--- src/rtl/instr_fetch.sv ---
// Instruction fetch stage: a 16-entry instruction store with a LOAD phase
// (valid/ready write port) followed by a RUN phase that returns the word
// at `pc` one clock later. Slots not written since reset read as NOP and
// are flagged with instr_err.
module instr_fetch #(
   parameter int unsigned        ADDR_W   = 4,
   parameter int unsigned        DATA_W   = 15,
   parameter logic [DATA_W-1:0]  NOP_WORD = '0
) (
   input  logic              clk,
   input  logic              rst_n,
   input  logic [ADDR_W-1:0] pc,
   input  logic              ld_valid,
   output logic              ld_ready,
   input  logic [ADDR_W-1:0] ld_addr,
   input  logic [DATA_W-1:0] ld_data,
   input  logic              ld_done,
   input  logic              stall,
   output logic [DATA_W-1:0] instr,
   output logic              instr_valid,
   output logic              instr_err,
   output logic              running
);

   localparam int unsigned DEPTH = 1 << ADDR_W;

   typedef enum logic {
      S_LOAD = 1'b0,
      S_RUN  = 1'b1
   } state_t;

   state_t            state_q;
   state_t            state_d;
   logic              wr_en_c;
   logic              fetch_c;
   logic [DATA_W-1:0] mem [DEPTH];
   logic [DEPTH-1:0]  written_q;

   // State register; reset always returns to LOAD
   always_ff @(posedge clk) begin
      if (!rst_n) begin
         state_q <= S_LOAD;
      end else begin
         state_q <= state_d;
      end
   end

   // Next-state and per-cycle write/fetch strobes
   always_comb begin
      state_d = state_q;
      wr_en_c = 1'b0;
      fetch_c = 1'b0;
      case (state_q)
         S_LOAD: begin
            // A beat arriving with ld_done is still written before leaving LOAD
            wr_en_c = ld_valid && ld_ready;
            if (ld_done) begin
               state_d = S_RUN;
            end
         end
         S_RUN: begin
            fetch_c = !stall;
         end
         default: begin
            state_d = S_LOAD;
         end
      endcase
   end

   // Instruction store; contents survive reset, only the flags are cleared
   always_ff @(posedge clk) begin
      if (rst_n && wr_en_c) begin
         mem[ld_addr] <= ld_data;
      end
   end

   // Per-slot written flags; an unflagged slot reads as NOP with error
   always_ff @(posedge clk) begin
      if (!rst_n) begin
         written_q <= '0;
      end else if (wr_en_c) begin
         written_q[ld_addr] <= 1'b1;
      end
   end

   // Registered outputs: handshake/phase status and the 1-cycle fetch
   always_ff @(posedge clk) begin
      if (!rst_n) begin
         ld_ready    <= 1'b0;
         running     <= 1'b0;
         instr       <= NOP_WORD;
         instr_valid <= 1'b0;
         instr_err   <= 1'b0;
      end else begin
         ld_ready <= (state_d == S_LOAD);
         running  <= (state_d == S_RUN);
         if (fetch_c) begin
            instr       <= written_q[pc] ? mem[pc] : NOP_WORD;
            instr_err   <= ~written_q[pc];
            instr_valid <= 1'b1;
         end
      end
   end

endmodule

--- config.mk ---
export PLATFORM = sky130hd
export DESIGN_NAME = instr_fetch
export DESIGN_NICKNAME = d
export VERILOG_FILES = /design/src/rtl/instr_fetch.sv
export SDC_FILE = /design/constraint.sdc
export NUM_CORES = 1
export LEC_CHECK = 0
export ABC_AREA = 1
export CAP_MARGIN = 30
export CORE_UTILIZATION = 55
export DETAILED_ROUTE_END_ITERATION = 6
export PLACE_DENSITY = 0.73
export SYNTH_ARGS = -nofsm -noshare
export SYNTH_HDL_FRONTEND = slang
export SYNTH_SLANG_ARGS = --single-unit
--- constraint.sdc ---
create_clock -name clk -period 3.1 [get_ports clk]
set_clock_uncertainty 0.2 [all_clocks]
set_input_delay 0.62 -clock clk [delete_from_list [all_inputs] [get_ports clk]]
set_output_delay 0.62 -clock clk [all_outputs]
set_load 0.05 [all_outputs]
Word level (Yosys, flattened, before mapping) --
Memories as Yosys holds them, arrays and structs flattened. Index checks and enable logic that the tools add are counted.
Cells by class: add/subtract/negate cells 0, $mul 0, div/mod/pow operators 0, magnitude comparators 3, eq/ne operators 0, shift operators 0, muxes and demuxes 11, bitwise operators 3, reductions and logical operators 4
Operator list (number):
- 16-bit OR | 1
- 15-bit two-way mux | 1
- 4-bit by 5-bit < comparator with 1-bit output (second input constant) | 2
- 1-bit two-way mux | 8
- 1-bit binary-select mux with 4-bit select | 1
- 1-bit demux with 4-bit select | 1
- 4-bit by 1-bit >= comparator with 1-bit output (second input constant) | 1
- 1-bit logical AND | 3
- 1-bit inverter | 2
- 1-bit zero test | 1
Word-level totals: register bits after elaboration 35, latch bits 0, bits in writable memories 240, ROM bits 0, input bits 28, memories kept 1
Memories:
- mem | depth 16, width 15, rd ports 1, clocked after memory_dff 0, write ports 1, line 36 | logic [DATA_W-1:0] mem [DEPTH];

Depth between registers and ports, before layout --
Gate-level depths: netlist of run 1.
word-level depth 5, mapped depth 11, gate-level depth less buffers 9

Worst setup path after synthesis of run 1 --
No wires, ideal clock.
kind input to register, from in rst_n, to mem mem[10][0], enable pin, setup time 386 ps, arrival time 1891 ps, required time 2514 ps, slack 623 ps, cell stages on the path 4, buffers on the path 0, path through clkinv_1 > nor2_1 > nand3_1 > nor2_1
On the way: longest elaborated chain between the ends 3
RTL lines:
- start, declared | line 11 | input logic rst_n,
- 1-bit logical AND | line 72 | if (rst_n && wr_en_c) begin
- 1-bit two-way mux | line 72
- 1-bit two-way mux (not written as such) | line 73 | mem[ld_addr] <= ld_data;
- end, declared | line 36
Every way passes these cells.

Worst setup path in the final report of run 1 --
from reg running, to out running
RTL lines:
- start, declared | line 22 | output logic running
- start signal, assigned | line 96 | running <= (state_d == S_RUN);
No word-level cell between the ends.

==> results of run 1 <==
==> report_power, final <==
part	switching [mW]	leakage [nW]	total (mW)	internal (mW)
sequential	0.00526	2.44	4.04	4.03
clock	1.29	0.400	3.04	1.75
combinational	0.353	2.73	0.498	0.146
==> layer usage <==
| metal | vias up | track usage (%) |
|---|---|---|
| met3 | 48 | 3.60 |
| met2 | 337 | 40.7 |
| met1 | 3743 | 33.8 |
| met4 | 0 | 6.96 |
| met5 | - | 0 |
| li1 | 3867 | - |
==> sequential cells by signal, indices dropped and copies added (netlist names) <==
register,cells
instr,15
instr_err,1
instr_valid,1
ld_ready,1
mem,240
running,1
written_q,16
==> stage by stage <==
step                hold slack [ns]  instances
floorplan                     0.256       1155
CTS                           0.266       1505
detailed placement            0.256       1458
finish                        0.265       1505
global route                  0.297       1505
global placement              0.249       1458
==> path summary, 6_finish.rpt <==
path / end / from / slack [ns] / cells past startpoint
max: running / running$_SDFF_PN0_ / 0.57 / 1
min: instr[9]$_SDFFE_PN0P_ / instr[9]$_SDFFE_PN0P_ / 0.27 / 2
max reg2reg: mem[8][12]$_DFFE_PP_ / running$_SDFF_PN0_ / 0.93 / 6
min reg2reg: instr[9]$_SDFFE_PN0P_ / instr[9]$_SDFFE_PN0P_ / 0.27 / 2
==> cell usage in the layout, fill, tap and decap left out, drive strengths merged <==
cell             n
nand2          358
edfxtp         240
nand3          208
inv            197
buf             45
clkdlybuf4s50   44
dfxtp           35
clkbuf          33
nor2            24
o22ai           16
a21oi           16
clkinv          13
bufinv           2
o211ai           1
nor3             1
o21ai            1
clkinvlp         1
==> cell type report <==
| type | count | area, sq um | area share (%) |
|---|---|---|---|
| Timing Repair Buffer | 89 | 826 | 6.19 |
| Tap cell | 270 | 338 | 2.53 |
| Inverter | 199 | 748 | 5.61 |
| Multi-Input combinational cell | 625 | 2720 | 20.3 |
| Clock buffer | 33 | 698 | 5.23 |
| Sequential cell | 275 | 7910 | 59.2 |
| Clock inverter | 14 | 116 | 0.872 |
==> cell families after synthesis <==
logic type,count (synthesis),share of synthesized area [%]
compound gates,34,1.66
buf+inv,255,8.65
flops,275,68.3
simple gates,591,21.4
==> reports/qor.yml, run 1 <==
result_of_the_run: "completed"
routed-wl-met2_microns: 12400
max_slew.worst_pin.slew_ns: 0.822
biggest_fanout_along_the_worst_timing_path: 4
route.antenna.remaining_nets: 0
number_of_buffers_inserted_during_clock_tree_synthesis: 26
die-area_sq_um: 21600
setup_slack_ns: 0.571
post-synth-top-area-cell: "edfxtp_1"
total_power_per_unit_cell_area_nw_per_um2: 568
drt-pass1-iter-count: 6
first_global_vias: 7585
route.layer.met1.wl_microns: 10700
final.setup.tns_ns: 0
finalMaxSlewViolations: 0
floorplan.rows: 52
rsz0062_at_grt: "no"
max-clock-path-buffers: 3
cts_hold_buffers: 0
placeableCoreArea_sq_um: 20400
start_kind: "flop"
cts_post_setup_buffers_inserted: 0
average_via_count_per_standard_cell: 5.31
ctsResizeCount: 0
grtUsageTotal_pct: 24.5
wire_length_of_the_first_global_routing_pass_microns: 40400
synthArstFlopShare_pct: 0
ys_ff_latch: 275
mappedNetlistNets: 1183
peakVddDrop_uv: 389
fin_util_pct: 65.3
boundaryPins: 47
setup_viol: 0
worst-endpoint-required_ns: 2.28
initial_antenna_violation_count: 0
total_leakage_power_nw: 5.57
timing.max_cap.violations: 0
syn-mean-instance-area_sq_um: 10.0
start_util_pct: 56.7
worst_ep_arrival_time_ns: 1.71
finalWirelength_microns: 25800
io_buffers: 46
layout-drive-gt1-share_pct: 8.10
worstPathCellList: "clkdlybuf4s50_1"
layout-area-overhead-vs-synth_pct: 15.2
critPathTopFamily: "buffers and inverters"
num-nets-final: 1244
layout_fillers: 1590
post_synthesis_cell_area_sq_um: 11600
most_instantiated_library_cell_after_synthesis: "nand2_1"
route.vias.total: 7995
post-layout-total-power_mw: 7.58
routabilityCongestion: 0.852
post-route-cell-area_sq_um: 13300
layout_worst_path_cycle_share_pct: 81.6
placed_area_sq_um: 12500
synth_top_cell_area_share_pct: 62.2
drc: 0
clock_insertion_delay_at_the_later_pin_of_the_skew_report_ns: 0.53
min-delay-path-class: "flop to flop"
post_synth_main_area_contributors: "edfxtp_1 62%, nand2_1 12%, nand3_1 9.0%"
routedWlPerCell_microns: 17.1
antennaDiodeCount: 0
cts.root.buffer_cell: "clkbuf_16"
crit_type: "flop to output pin"
hold_viol: 0
critical-path-slowest-cell: "clkdlybuf4s50_1"
synth-seq-area-share_pct: 68.3
number_of_drc_violations_after_detailed_routing_iteration_0: 745
ys_warn_count: 0
finalWorstPathRequiredPeriod_ns: 2.53
clk_transition_reported_paths_ns: 0.06
synth.lib_cells_used.distinct: 18
synth_top_cells_by_count: "358 x nand2_1, 240 x edfxtp_1, 208 x nand3_1"
post_synth_inst_count: 1155
synth_enable_flop_cells: 240
routed.top_layer: "met4"
ys_dominant_reg_cell: "edfxtp_1"
slowest_delay_ns: 0.81
route.met3.wl_microns: 2130
dp.final_hpwl_microns: 16100
die_w_microns: 147
grt_max_degree: 130
timing.fmax_ghz: 0.395
timing.slew.headroom_pct: 45.0
cts_tree: "built"
worstSetupEndpointType: "output pin"
total_buffers_and_inverters_traversed_by_the_critical_path: 1
place_worst_setup_slack_ns: 0.275
clock-sinks: 275
gr-total-overflow: 0
floorplan.die.height_microns: 147
cts_htree_levels: 1
(Power assumes the default switching activity.)
==> run 2: changes to the inputs <==
Clock period 3.1 ns to 2.6 ns, I/O delays scaled along.
==> run 2 against run 1 <==
Non-clock buffer count is 18 higher. Largest power group unchanged. Routed wire length increased by 12%. Cell count is 1.5% higher. Critical path type unchanged.
==> reports/qor.yml, run 2 (same netlist as run 1, synthesis figures left out) <==
num-nets-final: 1264
worst_hold_startpoint: "instr[11]$_SDFFE_PN0P_"
biggest_fanout_along_the_worst_timing_path: 2
fin_worst_hold_slack_ns: 0.262
start_util_pct: 56.7
start_kind: "flop"
layout-drive-gt1-share_pct: 9.70
ctsResizeCount: 0
clk_transition_reported_paths_ns: 0.06
mostFrequentLayoutCells: "358 x nand2_1, 240 x edfxtp_1, 208 x nand3_1"
timing.rr.end: "mem[0][1]$_DFFE_PP_"
die-area_sq_um: 21600
r2r_setup_slack_ns: 0.60
route.vias.total: 8332
layout-area-overhead-vs-synth_pct: 18.2
antennaDiodeCount: 0
timing.rr.start: "running$_SDFF_PN0_"
cts_htree_levels: 1
grtUsageMet3_pct: 3.79
clock-sinks: 275
whs_path_depth: 2
crit_type: "flop to output pin"
final_common_cell: "nand2_1"
timing.fmax_ghz: 0.392
finalMaxSlewViolations: 0
seq_power_share_pct: 51.2
hold_viol: 0
initial_antenna_violation_count: 0
critPathTopFamily: "buffers and inverters"
largest_register_ffs: 240
die_w_microns: 147
grt_util_met1_pct: 38.5
cts_tree: "built"
route.antenna.remaining_nets: 0
min-delay-path-class: "flop to flop"
cts.root.buffer_cell: "clkbuf_16"
holdPathEnd: "instr[11]$_SDFFE_PN0P_"
finalWirelength_microns: 28800
floorplan.rows: 52
timing.slew.headroom_pct: 48.8
total_power_per_unit_cell_area_nw_per_um2: 688
internal_power_mw: 7.36
wire_length_of_the_first_global_routing_pass_microns: 44800
routabilityCongestion: 0.883
floorplan.die.height_microns: 147
grt_max_degree: 65
layout_worst_path_cycle_share_pct: 98.0
number_of_buffers_inserted_during_clock_tree_synthesis: 28
cts_hold_buffers: 0
boundaryPins: 47
r2r_cells: 6
worst-endpoint-required_ns: 1.88
biggestRegsByFlops: "mem x240, written_q x16, instr x15"
gr-total-overflow: 0
global_route.peak_usage_layer: "met2"
io_buffers: 46
rsz0062_at_grt: "no"
first_global_vias: 8103
p_sw_share_pct: 21.8
max_slew.worst_pin.slew_ns: 0.766
final.setup.tns_ns: 0
slowest_delay_ns: 0.87
cts_post_setup_buffers_inserted: 0
dp.final_hpwl_microns: 18300
grtUsageTotal_pct: 27.5
result_of_the_run: "completed"
average_via_count_per_standard_cell: 5.45
worstPathCellList: "clkdlybuf4s50_1"
finalWorstPathRequiredPeriod_ns: 2.55
p_comb_share_pct: 6.9
clock_insertion_delay_at_the_later_pin_of_the_skew_report_ns: 0.54
timing.max_cap.violations: 0
worst_ep_arrival_time_ns: 1.83
psw_mw: 2.05
peakVddDrop_uv: 528
setup_viol: 0
drt-pass1-iter-count: 5
routedWlPerCell_microns: 18.9
number_of_drc_violations_after_detailed_routing_iteration_0: 939
total_buffers_and_inverters_traversed_by_the_critical_path: 1
clock_power_share_pct: 41.9
total_leakage_power_nw: 5.73
top_register: "mem"
critical-path-slowest-cell: "clkdlybuf4s50_1"
routing_usage_on_met2_pct: 44.5
placeableCoreArea_sq_um: 20400
worstSetupEndpointType: "output pin"
drc: 0
max-clock-path-buffers: 3
==> run 2: how the worst max path moves through the flow <==
stage          depth (start not counted)              endpoint             startpoint
6_report                               1              instr[3]  instr[3]$_SDFFE_PN0P_
5_1_grt                                1              instr[6]  instr[6]$_SDFFE_PN0P_
4_1_cts                                1              instr[6]  instr[6]$_SDFFE_PN0P_
3_5_place_dp                           6   mem[0][1]$_DFFE_PP_                  rst_n
3_3_place_gp                           6   mem[0][1]$_DFFE_PP_                  rst_n
2_1_floorplan                          4  mem[10][0]$_DFFE_PP_    ld_ready$_SDFF_PN0_
==> run 2: worst min-delay path: stages, from the launching register on <==
cell and delay [ns]:
dfxtp_1 0.30, nand2_1 0.06, a21oi_1 0.05
==> run 2: final cells by class <==
class	count	area, sq um
fillers	1527	6740
multi-input cells	625	2720
clock inverters	4	52.6
repair buffers	107	1060
clock buffers	48	867
flip-flops and latches	275	7910
inverters	199	748
well taps	270	338
==> run 2: metal layers <==
| layer | wire, microns | share of wire [%] |
|---|---|---|
| met2 | 13400 | 47 |
| met5 | 0 | 0 |
| met1 | 11500 | 40 |
| met3 | 2940 | 10 |
| met4 | 937 | 3.3 |
==> run 2: stage by stage <==
step | setup WS [ns] | utilization, % | std cells | power (mW) | area, sq um
6_report | 0.0520 | 67.0 | 1528 | 9.41 | 13700
5_1_grt | 0.0368 | 67.0 | 1528 | 9.66 | 13700
4_1_cts | 0.0460 | 67.0 | 1528 | 9.43 | 13700
3_5_place_dp | 0.0569 | 62.5 | 1476 | 5.54 | 12800
3_3_place_gp | 0.0334 | 62.5 | 1476 | 5.53 | 12800
2_1_floorplan | 0.163 | - | 1155 | 5.24 | 11600
==> run 2: power groups by stage <==
stage	Clock [mW]	Sequential (mW)	Combinational, mW
2_1_floorplan	0	4.94	0.299
3_3_place_gp	0	4.91	0.624
3_5_place_dp	0	4.91	0.633
4_1_cts	3.97	4.82	0.638
5_1_grt	4.15	4.82	0.696
6_report	3.95	4.82	0.647
